## src/rtl/fifo_loader_if.sv

```systemverilog
// Handshake bundle between the FIFO loader, its source memory and the target FIFO.
// The master side is the loader itself; the slave side is whatever drives the
// control inputs, serves the memory reads and owns the FIFO.
interface fifo_loader_if #(
    parameter int DataWidth = 32,
    parameter int AddrWidth = 10,
    parameter int LenWidth  = 10
);
    logic                 Start;
    logic [AddrWidth-1:0] BaseAddr;
    logic [LenWidth-1:0]  Length;
    logic                 MemRd;
    logic [AddrWidth-1:0] MemAddr;
    logic [DataWidth-1:0] MemRData;
    logic                 FifoFull;
    logic                 FifoPush;
    logic [DataWidth-1:0] FifoData;
    logic                 Busy;
    logic                 Done;

    modport master (
        input  Start, BaseAddr, Length, MemRData, FifoFull,
        output MemRd, MemAddr, FifoPush, FifoData, Busy, Done
    );

    modport slave (
        output Start, BaseAddr, Length, MemRData, FifoFull,
        input  MemRd, MemAddr, FifoPush, FifoData, Busy, Done
    );
endinterface

```

## src/rtl/fifo_loader.sv

```systemverilog
// Streams Length words from a synchronous-read memory, starting at BaseAddr, into a
// FIFO push port. A 2-entry holding buffer absorbs the one-cycle memory latency so
// that FifoFull can stall the stream without losing or reordering words, while still
// sustaining one word per cycle when the FIFO has room.
module fifo_loader #(
    parameter int DataWidth = 32,
    parameter int AddrWidth = 10,
    parameter int LenWidth  = 10
) (
    input  logic         clk,
    input  logic         aclr,
    fifo_loader_if.master bus
);
    typedef enum logic [1:0] {
        IDLE = 2'd0,
        RUN  = 2'd1,
        DONE = 2'd2
    } state_t;

    state_t               state_q, state_d;
    logic [AddrWidth-1:0] addr_q;
    logic [LenWidth-1:0]  len_q;
    logic [LenWidth-1:0]  issued_q;
    logic [LenWidth-1:0]  pushed_q;
    logic                 inflight_q;
    logic [DataWidth-1:0] hold_q [2];
    logic [1:0]           hold_cnt_q;

    logic                 load;
    logic                 rd;
    logic                 push;
    logic                 credit_ok;
    logic                 busy;
    logic                 done;

    // A read may be issued only if the word it returns is guaranteed a hold slot:
    // slots in use (held + in flight) must stay below 2, plus one freed by this cycle's push.
    assign push      = (hold_cnt_q != 2'd0) && !bus.FifoFull;
    assign credit_ok = ({1'b0, hold_cnt_q} + {2'b00, inflight_q}) < (3'd2 + {2'b00, push});

    // State register.
    always_ff @(posedge clk or posedge aclr) begin
        if (aclr) begin
            state_q <= IDLE;
        end else begin
            state_q <= state_d;
        end
    end

    // Next-state decode plus read-issue, Busy and Done generation.
    always_comb begin
        state_d = state_q;
        load    = 1'b0;
        rd      = 1'b0;
        busy    = 1'b0;
        done    = 1'b0;
        case (state_q)
            IDLE: begin
                if (bus.Start) begin
                    load    = 1'b1;
                    state_d = (bus.Length == '0) ? DONE : RUN;
                end
            end
            RUN: begin
                busy = 1'b1;
                rd   = credit_ok && (issued_q != len_q);
                if (push && ((pushed_q + LenWidth'(1)) == len_q)) begin
                    state_d = DONE;
                end
            end
            DONE: begin
                // A zero-length request never reports Busy, only the Done pulse.
                busy    = (len_q != '0);
                done    = 1'b1;
                state_d = IDLE;
            end
            default: state_d = IDLE;
        endcase
    end

    // Transfer bookkeeping: captured request, read address, issue/push counters.
    always_ff @(posedge clk or posedge aclr) begin
        if (aclr) begin
            addr_q     <= '0;
            len_q      <= '0;
            issued_q   <= '0;
            pushed_q   <= '0;
            inflight_q <= 1'b0;
        end else begin
            inflight_q <= rd;
            if (load) begin
                addr_q   <= bus.BaseAddr;
                len_q    <= bus.Length;
                issued_q <= '0;
                pushed_q <= '0;
            end else begin
                if (rd) begin
                    addr_q   <= addr_q + AddrWidth'(1);
                    issued_q <= issued_q + LenWidth'(1);
                end
                if (push) begin
                    pushed_q <= pushed_q + LenWidth'(1);
                end
            end
        end
    end

    // Holding buffer: returning read data enters at the tail, the FIFO drains the head.
    always_ff @(posedge clk or posedge aclr) begin
        if (aclr) begin
            hold_q[0]  <= '0;
            hold_q[1]  <= '0;
            hold_cnt_q <= 2'd0;
        end else begin
            case ({inflight_q, push})
                2'b10: begin
                    hold_q[hold_cnt_q[0]] <= bus.MemRData;
                    hold_cnt_q            <= hold_cnt_q + 2'd1;
                end
                2'b01: begin
                    hold_q[0]  <= hold_q[1];
                    hold_cnt_q <= hold_cnt_q - 2'd1;
                end
                2'b11: begin
                    // Count is unchanged; the new word lands behind whatever remains.
                    if (hold_cnt_q == 2'd1) begin
                        hold_q[0] <= bus.MemRData;
                    end else begin
                        hold_q[0] <= hold_q[1];
                        hold_q[1] <= bus.MemRData;
                    end
                end
                default: ;
            endcase
        end
    end

    assign bus.MemRd    = rd;
    assign bus.MemAddr  = addr_q;
    assign bus.FifoPush = push;
    assign bus.FifoData = (hold_cnt_q != 2'd0) ? hold_q[0] : '0;
    assign bus.Busy     = busy;
    assign bus.Done     = done;
endmodule

```

## src/flat_wrapper.sv

```systemverilog
// flat-port wrapper written by rule: the top's interface ports become plain ports
module fifo_loader_flat 
#(
    parameter int DataWidth = 32,
    parameter int AddrWidth = 10,
    parameter int LenWidth  = 10
)
  (clk, aclr, bus_Start, bus_BaseAddr, bus_Length, bus_MemRData, bus_FifoFull, bus_MemRd, bus_MemAddr, bus_FifoPush, bus_FifoData, bus_Busy, bus_Done);
  fifo_loader_if #(.DataWidth(DataWidth), .AddrWidth(AddrWidth), .LenWidth(LenWidth)) bus_i ();
  input  logic clk;
  input  logic aclr;
  input wire logic [$bits(bus_i.Start)-1:0] bus_Start;
  input wire logic [$bits(bus_i.BaseAddr)-1:0] bus_BaseAddr;
  input wire logic [$bits(bus_i.Length)-1:0] bus_Length;
  input wire logic [$bits(bus_i.MemRData)-1:0] bus_MemRData;
  input wire logic [$bits(bus_i.FifoFull)-1:0] bus_FifoFull;
  output wire logic [$bits(bus_i.MemRd)-1:0] bus_MemRd;
  output wire logic [$bits(bus_i.MemAddr)-1:0] bus_MemAddr;
  output wire logic [$bits(bus_i.FifoPush)-1:0] bus_FifoPush;
  output wire logic [$bits(bus_i.FifoData)-1:0] bus_FifoData;
  output wire logic [$bits(bus_i.Busy)-1:0] bus_Busy;
  output wire logic [$bits(bus_i.Done)-1:0] bus_Done;
  assign bus_i.Start = bus_Start;
  assign bus_i.BaseAddr = bus_BaseAddr;
  assign bus_i.Length = bus_Length;
  assign bus_i.MemRData = bus_MemRData;
  assign bus_i.FifoFull = bus_FifoFull;
  assign bus_MemRd = bus_i.MemRd;
  assign bus_MemAddr = bus_i.MemAddr;
  assign bus_FifoPush = bus_i.FifoPush;
  assign bus_FifoData = bus_i.FifoData;
  assign bus_Busy = bus_i.Busy;
  assign bus_Done = bus_i.Done;
  fifo_loader #(.DataWidth(DataWidth), .AddrWidth(AddrWidth), .LenWidth(LenWidth)) u_core (.clk(clk), .aclr(aclr), .bus(bus_i));
endmodule
```

## config.mk

```make
export PLATFORM = sky130hd
export DESIGN_NAME = fifo_loader_flat
export DESIGN_NICKNAME = d
export VERILOG_FILES = /design/src/rtl/fifo_loader_if.sv /design/src/rtl/fifo_loader.sv /design/src/flat_wrapper.sv
export SDC_FILE = /design/constraint.sdc
export NUM_CORES = 1
export LEC_CHECK = 0
export ABC_AREA = 1
export CAP_MARGIN = 20
export CORE_UTILIZATION = 57
export DETAILED_ROUTE_END_ITERATION = 8
export GPL_ROUTABILITY_DRIVEN = 0
export PLACE_DENSITY = 0.84
export SYNTH_ARGS = -nofsm -noshare
export SYNTH_HDL_FRONTEND = slang
export SYNTH_SLANG_ARGS = --single-unit
```

## constraint.sdc

```tcl
create_clock -name clk -period 8.1 [get_ports clk]
set_input_delay 1.62 -clock clk [delete_from_list [all_inputs] [get_ports clk]]
set_output_delay 1.62 -clock clk [all_outputs]
set_load 0.01 [all_outputs]
```

* After elaboration in Yosys (flattened, before gate mapping)
Index checks and enable logic that the tools add are counted.
** Storage, ports and cells
- Bits of input ports :: 56
- Logic and storage cells :: 71
- Bits in registers :: 109
- Output and inout port bits :: 46
** Cells by class
- Add/sub/neg operators :: 7
- Equal/unequal tests :: 11
- Order comparisons :: 3
- Reduce and logical (&&, ||, !) cells :: 16
- Mux-type cells :: 24
- Bitwise operators :: 1
** Operators by type and width (number)
- $mux 32 :: 4
- $pmux 32 s3 :: 1
- $bwmux 64 :: 1
- $pmux 32 s2 :: 1
- $mux 10 :: 6
- $demux 32 s1 :: 1
- $add 10x1->10 const B :: 3
- $eq 10x10->1 :: 1
- $logic_not 10->1 :: 1
- $ne 10x10->1 :: 1
- $reduce_bool 10->1 :: 1
- $reduce_bool 2->1 :: 5
- $pmux 2 s2 :: 2
- $eq 2x1->1 const B :: 3
- $eq 2x2->1 const B :: 3
- $mux 2 :: 3
- $logic_and 1x1->1 :: 4
- $mux 1 :: 4
- $ne 2x2->1 const B :: 2
- $reduce_and 2->1 :: 2
- $add 2x1->3 :: 1
- $add 2x1->3 const A :: 1
- $lt 3x3->1 :: 1
- $reduce_bool 3->1 :: 1
- 9 further kinds :: 9

* Depth between registers and ports, before layout
- Depth in word-level cells :: 8
- Mapped depth :: 16
- Mapped depth without buffers :: 16

* Worst setup path before layout
No wires, ideal clock.
- Kind :: input to output
- Start point :: input port bus_FifoFull
- End point :: output port bus_MemRd
- Cell stages on the path :: 6
- Path slack :: 4088 ps
- Buffers on the path :: 0
- Arrival :: 2392 ps
- Data required time :: 6480 ps
- Cell sequence :: nor2_8 > inv_2 > o21a_1 > nor3_2 > nand2_2 > inv_1
** On the way
- Word-level cells in the longest chain between the ends :: 6
** Ends and longest elaborated chain
- from (decl) :: line flat_wrapper.sv:16 : input wire logic [$bits(bus_i.FifoFull)-1:0] bus_FifoFull;
- $logic_not 1->1 :: line fifo_loader.sv:38 : assign push = (hold_cnt_q != 2'd0) && !bus.FifoFull;
- $logic_and 1x1->1 :: line fifo_loader.sv:38
- $add 2x1->3 :: line fifo_loader.sv:39 : assign credit_ok = ({1'b0, hold_cnt_q} + {2'b00, inflight_q}) < (3'd2 + {2'b00, push});
- $lt 3x3->1 :: line fifo_loader.sv:39
- $logic_and 1x1->1 :: line fifo_loader.sv:66 : rd = credit_ok && (issued_q != len_q);
- $mux 1 :: line fifo_loader.sv:57 : case (state_q)
- to (decl) :: line flat_wrapper.sv:17 : output wire logic [$bits(bus_i.MemRd)-1:0] bus_MemRd;
No other way between the ends.

* Worst setup path in the final report
Ends and elaborated chain as after synthesis.

==> flow_summary.yaml <==
status:
  status: "finished, final reports clean"
clocking:
  post-cts-setup-buffers: 0
  cts_root_buf: "clkbuf_8"
  clkSlewWorstSetupHoldPaths_ns: 0.10
  holdBufCountCts: 0
  clockBufferDepth: 2
  htree_levels: 3
  clock_latency_ns: 0.38
  cts_buffers: 9
  cts_resized: 0
  cts.sink_count: 109
  cts_tree: "built"
worst_setup_path:
  required_ns: 6.48
  arrival_ns: 3.72
  critPathLaunchType: "input port"
  critPathCaptureType: "output pin"
  critPathMaxFanout: 14
  path_class: "input port to output pin"
sta:
  period_share_pct: 65.9
  hold_violations: 0
  relSlewSlack_pct: 38.5
  fin_crit_ns: 5.34
  slew_violations: 0
  skew_ns: 0.0115
  fmax_ghz: 0.187
  finalSetupTns_ns: 0
  setup_viol: 0
  worst_slack_ns: 2.76
  hold_slack_ns: 0.513
  grt_setup_unrepaired: "no"
  worst-slew-pin-transition_ns: 0.922
floorplan:
  ioPinCount: 102
  fp.dieH_um: 102
  coreArea_um2: 9420
  start_util_pct: 60.0
  die_x_um: 102
  placementRows: 35
  die_area_um2: 10300
placed_design:
  pre_cts_ws_ns: 2.77
  port_buffers: 101
  place_hpwl_um: 9230
routing:
  wl_met1_um: 5780
  drt_pass1_iterations: 6
  vias: 4814
  drtAntennaViolNets: 0
  wire_per_inst_um: 15.6
  routed_via_density: 5.62
  drtIter0Drc: 252
  dr.max_layer_used: "met4"
  met2_length_um: 6520
  drc: 0
  wirelength_um: 13400
  wl_met3_um: 832
power_and_ir_drop:
  p_int_uw: 1560
  pwr-share-comb_pct: 52.8
  total_power_uw: 2690
  p_sw_share_pct: 41.9
  ir_drop_mv: 0.185
  static-leakage-power_uw: 0.00314
  clkPwrFrac_pct: 11.8
  seqPwrFrac_pct: 35.5
  powerDensity_nw_per_um2: 388
  p_switching_uw: 1130
finish:
  layout_common_cells: "nand2_1, dfrtp_1, clkdlybuf4s50_1"
  syn_to_final_growth_pct: 22.7
  fillers: 688
  antennaDiodeCount: 0
  fin_nets: 793
  drive_gt1_share_pct: 9.07
synth:
  synth_area_um2: 5650
  async_flop_share_pct: 100
  synth.distinct_cells: 39
  synth-edff-count: 0
  syn_inst: 634
  synthFlopType: "dfrtp_1"
  avgSynthCellArea_um2: 8.91
  synth-seq-cells: 109
  ys_warn_count: 0
  synth_nets: 704
  ys_seq_area_share_pct: 48.3
run:
  maxCapViolations: 0
min_path:
  worstHoldPathType: "flop to flop"
grt:
  grt_pass1_vias: 4616
  grt_usage_pct: 26.9
  grt_pass1_wl_um: 21500
  grt_max_degree: 77
  antenna_found_initial: 0
  overflow: 0
metal layers:
layer  vias to the layer above  GRT usage [%]
met1                      2316           35.2
li1                       2307              -
met2                       169           44.5
met5                         -              0
met4                         0           8.70
met3                        22           6.00
metrics by stage:
step	area, um2	util [%]	instances
2_1_floorplan	5650	-	634
3_3_place_gp	6740	71.6	840
3_5_place_dp	6740	71.6	840
4_1_cts	6920	73.5	856
5_1_grt	6930	73.6	857
6_report	6930	73.6	857
cells by family after synthesis:
group                    Yosys count  share of synthesized area [%]
AO/OA/AOI/OAI                    118                           13.7
XOR/XNOR                          19                           2.95
adder cells (fa/ha/maj)           14                           3.10
buffers and inverters            112                           8.08
flip-flops                       109                           48.3
multiplexers                      32                           6.38
AND/OR/NAND/NOR                  230                           17.5
power groups by stage:
stage | clock network, uW | registers (uW) | logic (uW)
6_report | 317 | 955 | 1420
5_1_grt | 345 | 980 | 1570
4_1_cts | 320 | 951 | 1410
3_5_place_dp | 0 | 961 | 1410
3_3_place_gp | 0 | 942 | 1340
2_1_floorplan | 0 | 924 | 929
critical path: stages:
cell and delay [ns]:
clkdlybuf4s50_1 0.49, nor2_8 0.17, inv_2 0.08, o21a_1 0.18, nor3_2 0.13, nand2_2 0.23
inv_1 0.24, clkdlybuf4s50_1 0.58
cell usage after synthesis (2+ instances only):
cell      number  area (um2)
nor2_1        62         233
a221oi_1      32         280
xnor2_1        5        43.8
nand3_1       34         170
nor4_1         4        25.0
a31oi_1        2        12.5
mux2_2        32         360
buf_2          5        25.0
nor3_1         4        20.0
xor2_1        14         123
o31ai_1        3        22.5
nand2_1      109         409
o22ai_1        9        56.3
o21ai_0       25         125
inv_1         81         304
nand3b_1       2        15.0
ha_1          14         175
dfrtp_1      109        2730
a21oi_1       38         190
clkbuf_1      17        63.8
nand4_1        9        56.3
buf_6          4        45.0
buf_1          4        15.0
final timing paths:
check / endpoint / depth (start not counted) / from / slack (ns)
max: bus_MemRd / 8 / bus_FifoFull / 2.76
min: u_core.state_q[1]$_DFFE_PP0P_ / 2 / u_core.state_q[1]$_DFFE_PP0P_ / 0.51
max reg2reg: u_core.hold_q[48]$_DFFE_PP0P_ / 9 / u_core.hold_cnt_q[0]$_DFFE_PP0P_ / 5.49
min reg2reg: u_core.state_q[1]$_DFFE_PP0P_ / 2 / u_core.state_q[1]$_DFFE_PP0P_ / 0.51
max in group asynchronous: u_core.pushed_q[7]$_DFFE_PP0P_ / 3 / aclr / 5.25
min in group asynchronous: u_core.bus.MemAddr[2]$_DFFE_PP0P_ / 2 / aclr / 1.58
flip-flops by register name, indices dropped and copies added, names as in the netlist:
register            flops
u_core.hold_q          64
u_core.bus.MemAddr     10
u_core.issued_q        10
u_core.len_q           10
u_core.pushed_q        10
u_core.hold_cnt_q       2
u_core.state_q          2
u_core.inflight_q       1
layout make-up:
type / instances / area (um2) / area share (%)
multi-input cells: 413 / 2480 / 35.8
repair buffers: 108 / 1070 / 15.4
clock buffers: 10 / 128 / 1.84
inverters: 82 / 310 / 4.48
flip-flops and latches: 109 / 2730 / 39.3
well taps: 129 / 161 / 2.33
clock inverters: 6 / 52.6 / 0.758
No activity file was read; power rests on OpenSTA's default activity.
